==> src/rtl/uart_tx_arbiter.sv <==
// Round-robin arbiter that lets NREQ byte sources share one UART transmitter.
// Multi-byte packets (req_last low) keep the grant until their last byte completes.
module uart_tx_arbiter #(
    parameter int NREQ        = 4,
    parameter int DW          = 8,
    parameter int ACK_TIMEOUT = 16
) (
    input  logic                    sys_clk,
    input  logic                    rst,
    input  logic [NREQ-1:0]         req_valid,
    input  logic [NREQ*DW-1:0]      req_data,
    input  logic [NREQ-1:0]         req_last,
    output logic [NREQ-1:0]         req_ready,
    output logic [DW-1:0]           tx_data,
    output logic                    tx_start,
    input  logic                    tx_busy,
    output logic [$clog2(NREQ)-1:0] grant_id,
    output logic                    arb_busy,
    output logic                    timeout_err
);
    localparam int IW = $clog2(NREQ);
    localparam int CW = $clog2(ACK_TIMEOUT + 1);

    typedef enum logic [2:0] {IDLE, START, WAIT_ACK, WAIT_DONE, HOLD} state_e;

    state_e          state_q, state_d;
    logic [IW-1:0]   rr_ptr_q, rr_ptr_d;
    logic [IW-1:0]   gid_q, gid_d;
    logic [DW-1:0]   txd_q, txd_d;
    logic            lock_q, lock_d;
    logic [CW-1:0]   cnt_q, cnt_d;
    logic [IW-1:0]   sel, tsel;
    logic            found, take;

    // Round-robin search: the requester after the last served one has top priority.
    always_comb begin
        found = 1'b0;
        sel   = '0;
        for (int k = 1; k <= NREQ; k++) begin
            if (!found && req_valid[(int'(rr_ptr_q) + k) % NREQ]) begin
                found = 1'b1;
                sel   = IW'((int'(rr_ptr_q) + k) % NREQ);
            end
        end
    end

    always_comb begin
        state_d     = state_q;
        rr_ptr_d    = rr_ptr_q;
        gid_d       = gid_q;
        txd_d       = txd_q;
        lock_d      = lock_q;
        cnt_d       = cnt_q;
        req_ready   = '0;
        tx_start    = 1'b0;
        timeout_err = 1'b0;
        take        = 1'b0;
        tsel        = sel;
        case (state_q)
            IDLE: begin
                if (!tx_busy && found) begin
                    req_ready[sel] = 1'b1;
                    take           = 1'b1;
                end
            end
            HOLD: begin
                tsel = gid_q;
                if (!tx_busy && req_valid[gid_q]) begin
                    req_ready[gid_q] = 1'b1;
                    take             = 1'b1;
                end
            end
            START: begin
                tx_start = 1'b1;
                cnt_d    = cnt_q + 1'b1;
                state_d  = WAIT_ACK;
            end
            WAIT_ACK: begin
                if (tx_busy) begin
                    state_d = WAIT_DONE;
                end else if (cnt_q == CW'(ACK_TIMEOUT)) begin
                    // Transmitter never acknowledged: drop the byte and any packet lock.
                    timeout_err = 1'b1;
                    lock_d      = 1'b0;
                    rr_ptr_d    = gid_q;
                    state_d     = IDLE;
                end else begin
                    cnt_d = cnt_q + 1'b1;
                end
            end
            WAIT_DONE: begin
                if (!tx_busy) begin
                    if (lock_q) begin
                        state_d = HOLD;
                    end else begin
                        rr_ptr_d = gid_q;
                        state_d  = IDLE;
                    end
                end
            end
            default: state_d = IDLE;
        endcase
        if (take) begin
            txd_d   = req_data[int'(tsel)*DW +: DW];
            gid_d   = tsel;
            lock_d  = ~req_last[tsel];
            cnt_d   = '0;
            state_d = START;
        end
    end

    always_ff @(posedge sys_clk or posedge rst) begin
        if (rst) begin
            state_q  <= IDLE;
            rr_ptr_q <= IW'(NREQ - 1);
            gid_q    <= '0;
            txd_q    <= '0;
            lock_q   <= 1'b0;
            cnt_q    <= '0;
        end else begin
            state_q  <= state_d;
            rr_ptr_q <= rr_ptr_d;
            gid_q    <= gid_d;
            txd_q    <= txd_d;
            lock_q   <= lock_d;
            cnt_q    <= cnt_d;
        end
    end

    assign tx_data  = txd_q;
    assign grant_id = gid_q;
    assign arb_busy = (state_q != IDLE);
endmodule

==> config.mk <==
export PLATFORM = sky130hd
export DESIGN_NAME = uart_tx_arbiter
export DESIGN_NICKNAME = d
export VERILOG_FILES = /design/src/rtl/uart_tx_arbiter.sv
export SDC_FILE = /design/constraint.sdc
export NUM_CORES = 1
export LEC_CHECK = 0
export CAP_MARGIN = 20
export CORE_MARGIN = 1.5
export CORE_UTILIZATION = 46
export CTS_CLUSTER_SIZE = 20
export DETAILED_ROUTE_END_ITERATION = 10
export GPL_TIMING_DRIVEN = 0
export PLACE_DENSITY_LB_ADDON = 0.05
export RECOVER_POWER = 100
export REMOVE_ABC_BUFFERS = 1
export SYNTH_ARGS = -nofsm -noshare
export SYNTH_HDL_FRONTEND = slang
export SYNTH_SLANG_ARGS = --single-unit
==> constraint.sdc <==
create_clock -name sys_clk -period 4.6 [get_ports sys_clk]
set_input_delay 0.69 -clock sys_clk [delete_from_list [all_inputs] [get_ports sys_clk]]
set_output_delay 0.69 -clock sys_clk [all_outputs]
set_load 0.05 [all_outputs]
==> metrics.txt <==
clock sink count=21; grt total ovfl=0; Setup Buffers After CTS=0; FF+latch count, synth=21; CP endpoint kind=register; WL final=3.573 mm; via/cell ratio=5.411; syn avg cell area=10.28 µm²; Placed Cells=244; Worst Tran Pin Value=1.380 ns; number of synthesized flops with an enable pin=0; Place WS=0.7887 ns; f_max=252.3 MHz; CP most frequent cell=mux2i_1; Post-Synth XOR/XNOR Area=0.02399; starting density of the core=0.4822; met3 Use GR=0.01747; GR Util met1=0.2372; Clock Tree Root=clkbuf_4; Worst setup SP type=primary input; share of layout cells above drive strength 1=0.1029; pwr dens=600.7 nW/µm²; number of stages on the worst setup path=9; post-synthesis adder-cell area fraction=0.01714; CTS tree=yes; Final period util=0.8617; Top Family by Delay on Critical Path=compound AO/OA/AOI/OAI gates; fin util=0.6955; Crit-path slowest cell=o41ai_1; HPWL after DPL=2.781 mm; number of global-route vias before repair=1,384; Leakage Power=0.0009104 µW; Setup CP Type=in -> reg; WL per Instance=14.41 µm; fill count=250; TritonRoute pass-1 iters=4; DIE AREA=3521 µm²; worst setup margin=0.6362 ns; Synth Area in Simple Gates=0.1825; Worst Reg-to-Reg Cells=8; RSZ-0062 raised after global routing=no; # Max-Cap Violations=0; Num CTS Buffers=3; core area=3028 µm²; hold bufs inserted after CTS=0; Hold Slack=0.5139 ns; predominant post-synthesis flop cell=dfrtp_1; met2 usage=0.4411; Syn Inst Count=142; largest family of logic cells by synthesized area=multiplexers; Routed Antenna Nets=0; H-tree levels=1; clock buffer depth=2; final std cells w/o fill=248; Max IR drop VDD=0.0002978 V; number of remaining DRC errors=0; via count=1,342; IO Pins=60; DR iter-0 viols=119; die height=59.34 µm; Fin. Hold Viols=0; crit path time final=3.964 ns; Worst Path Required=4.80 ns; Post-synth ARST share=1.000; antenna violations before repair=0; Final nets=250; largest net degree at the start of global routing=22; post-synthesis mux area share=0.2836; n_diodes=0; Crit Path Max Fanout=8; Clock Skews=0.002293 ns; Final Wtd Congestion=0.8716; data arrival time of the worst path=4.17 ns; post-CTS resize count=0; clock-pin transition on the worst setup and hold timing paths=0.11 ns; Final Power=1265 µW; row cnt=20; Setup violations, final=0; first-pass GRT wire length=5.927 mm; max-slew violations=0; worst path cell trace=dlygate4sd3_1, o211ai_1, o21ai_0, o41ai_1, clkbuf_1, buf_4, mux2i_1, mux2i_1, mux2_2; YS warnings=0; sequential share of the synthesized area=0.3616; Netlist Area Pre-Place=1460 µm²; worst min path class=reg -> reg; Max stage delay on crit path=1.18 ns; die width=59.34 µm; relative slew slack=0.06782; gr busiest metal=met2; result of the run=finished clean; layout overhead on the synthesized area=44.22%; Compound-Gate Fraction of Synth Area=0.08826; Hold Crit Depth=1; GRT Util Overall=0.2213; Cell variety after synth=38; IO Port Bufs=59; CP bufs+invs=3; worst skew pair latency=0.30 ns
flip-flops by register name (all words and copies together) (netlist names):
name,cells
cnt_q,5
grant_id,2
lock_q,1
rr_ptr_q,2
state_q,3
tx_data,8
path summary, 6_finish.rpt:
path / to / slack [ns] / from
min in group asynchronous: tx_data[3] / 0.97 / rst
setup reg to reg: tx_data[5] / 1.20 / rr_ptr_q[1]
hold reg to reg: tx_data[5] / 0.51 / tx_data[5]
hold / removal: tx_data[5] / 0.51 / tx_data[5]
setup / recovery: tx_data[5] / 0.64 / req_valid[1]
max in group asynchronous: cnt_q[3] / 3.14 / rst
synthesized netlist by cell type (2+ instances only):
master    count  share of area
a21oi_1       4          0.014
buf_4         2          0.010
dfrtp_1      19           0.33
dfstp_2       2          0.036
ha_1          2          0.017
inv_1         6          0.015
mux2_2        9          0.069
mux2i_1      29           0.20
nand2_1       9          0.023
nand2b_1      5          0.021
nand4_1       4          0.017
nand4b_1      2          0.012
nor2_1       11          0.028
nor2b_1       3          0.013
nor3b_1       2          0.010
o21ai_0       2         0.0069
o21ai_1       7          0.024
or3_1         2         0.0086
xor2_1        3          0.018
per-stage QoR:
| stage | TNS (ns) | area, µm² |
|---|---|---|
| 3_5_place_dp | 0 | 2101 |
| 4_1_cts | 0 | 2128 |
| 5_1_grt | 0 | 2106 |
| 2_1_floorplan | 0 | 1420 |
| 6_report | 0 | 2106 |
| 3_3_place_gp | -10.57 | 2066 |
layout make-up:
class	count	area, µm²	area share
well taps	44	55.05	0.02614
inverters	6	22.52	0.01070
clock inverters	1	5.005	0.002377
repair buffers	62	609.3	0.2894
flip-flops and latches	21	528.0	0.2507
clock buffers	3	22.52	0.01070
multi-input cells	111	863.3	0.4100
cell usage in the layout, fill, tap and decap left out, drive strengths merged:
| cell | instances |
|---|---|
| dfrtp | 19 |
| a31oi | 1 |
| o211ai | 1 |
| nand4b | 2 |
| xnor2 | 1 |
| o41ai | 1 |
| clkinv | 1 |
| or2 | 1 |
| nand2b | 5 |
| dlygate4sd3 | 20 |
| o31ai | 1 |
| xor2 | 3 |
| nand4 | 4 |
| nor2b | 3 |
| mux2 | 9 |
| a31o | 1 |
| and3b | 1 |
| clkdlybuf4s50 | 39 |
| mux2i | 29 |
| nor4 | 1 |
| clkbuf | 4 |
| buf | 2 |
| nor4bb | 1 |
| or4b | 1 |
| o21ai | 9 |
| nor3b | 3 |
| nand2 | 9 |
| inv | 6 |
| ha | 2 |
| a21oi | 6 |
| dfstp | 2 |
| nor2 | 11 |
| or3 | 2 |
| mux4 | 1 |
| and2 | 1 |
| nor3 | 1 |
power breakdown:
group	switching, µW	internal, µW
combinational	471	344
clock	56.6	32.5
sequential	86.6	274
routing by layer:
layer  vias to the layer above  share of wire
li1                        643              -
met1                       657           0.40
met2                        36           0.55
met3                         6          0.034
met4                         0          0.012
met5                         -              0
logic make-up after synthesis:
| logic type | Yosys count |
|---|---|
| flip-flops | 21 |
| XOR/XNOR | 4 |
| multiplexers | 39 |
| adder cells (fa/ha/maj) | 2 |
| buffers and inverters | 10 |
| AO/OA/AOI/OAI | 20 |
| AND/OR/NAND/NOR | 46 |
Power figures use the tool's default switching activity.
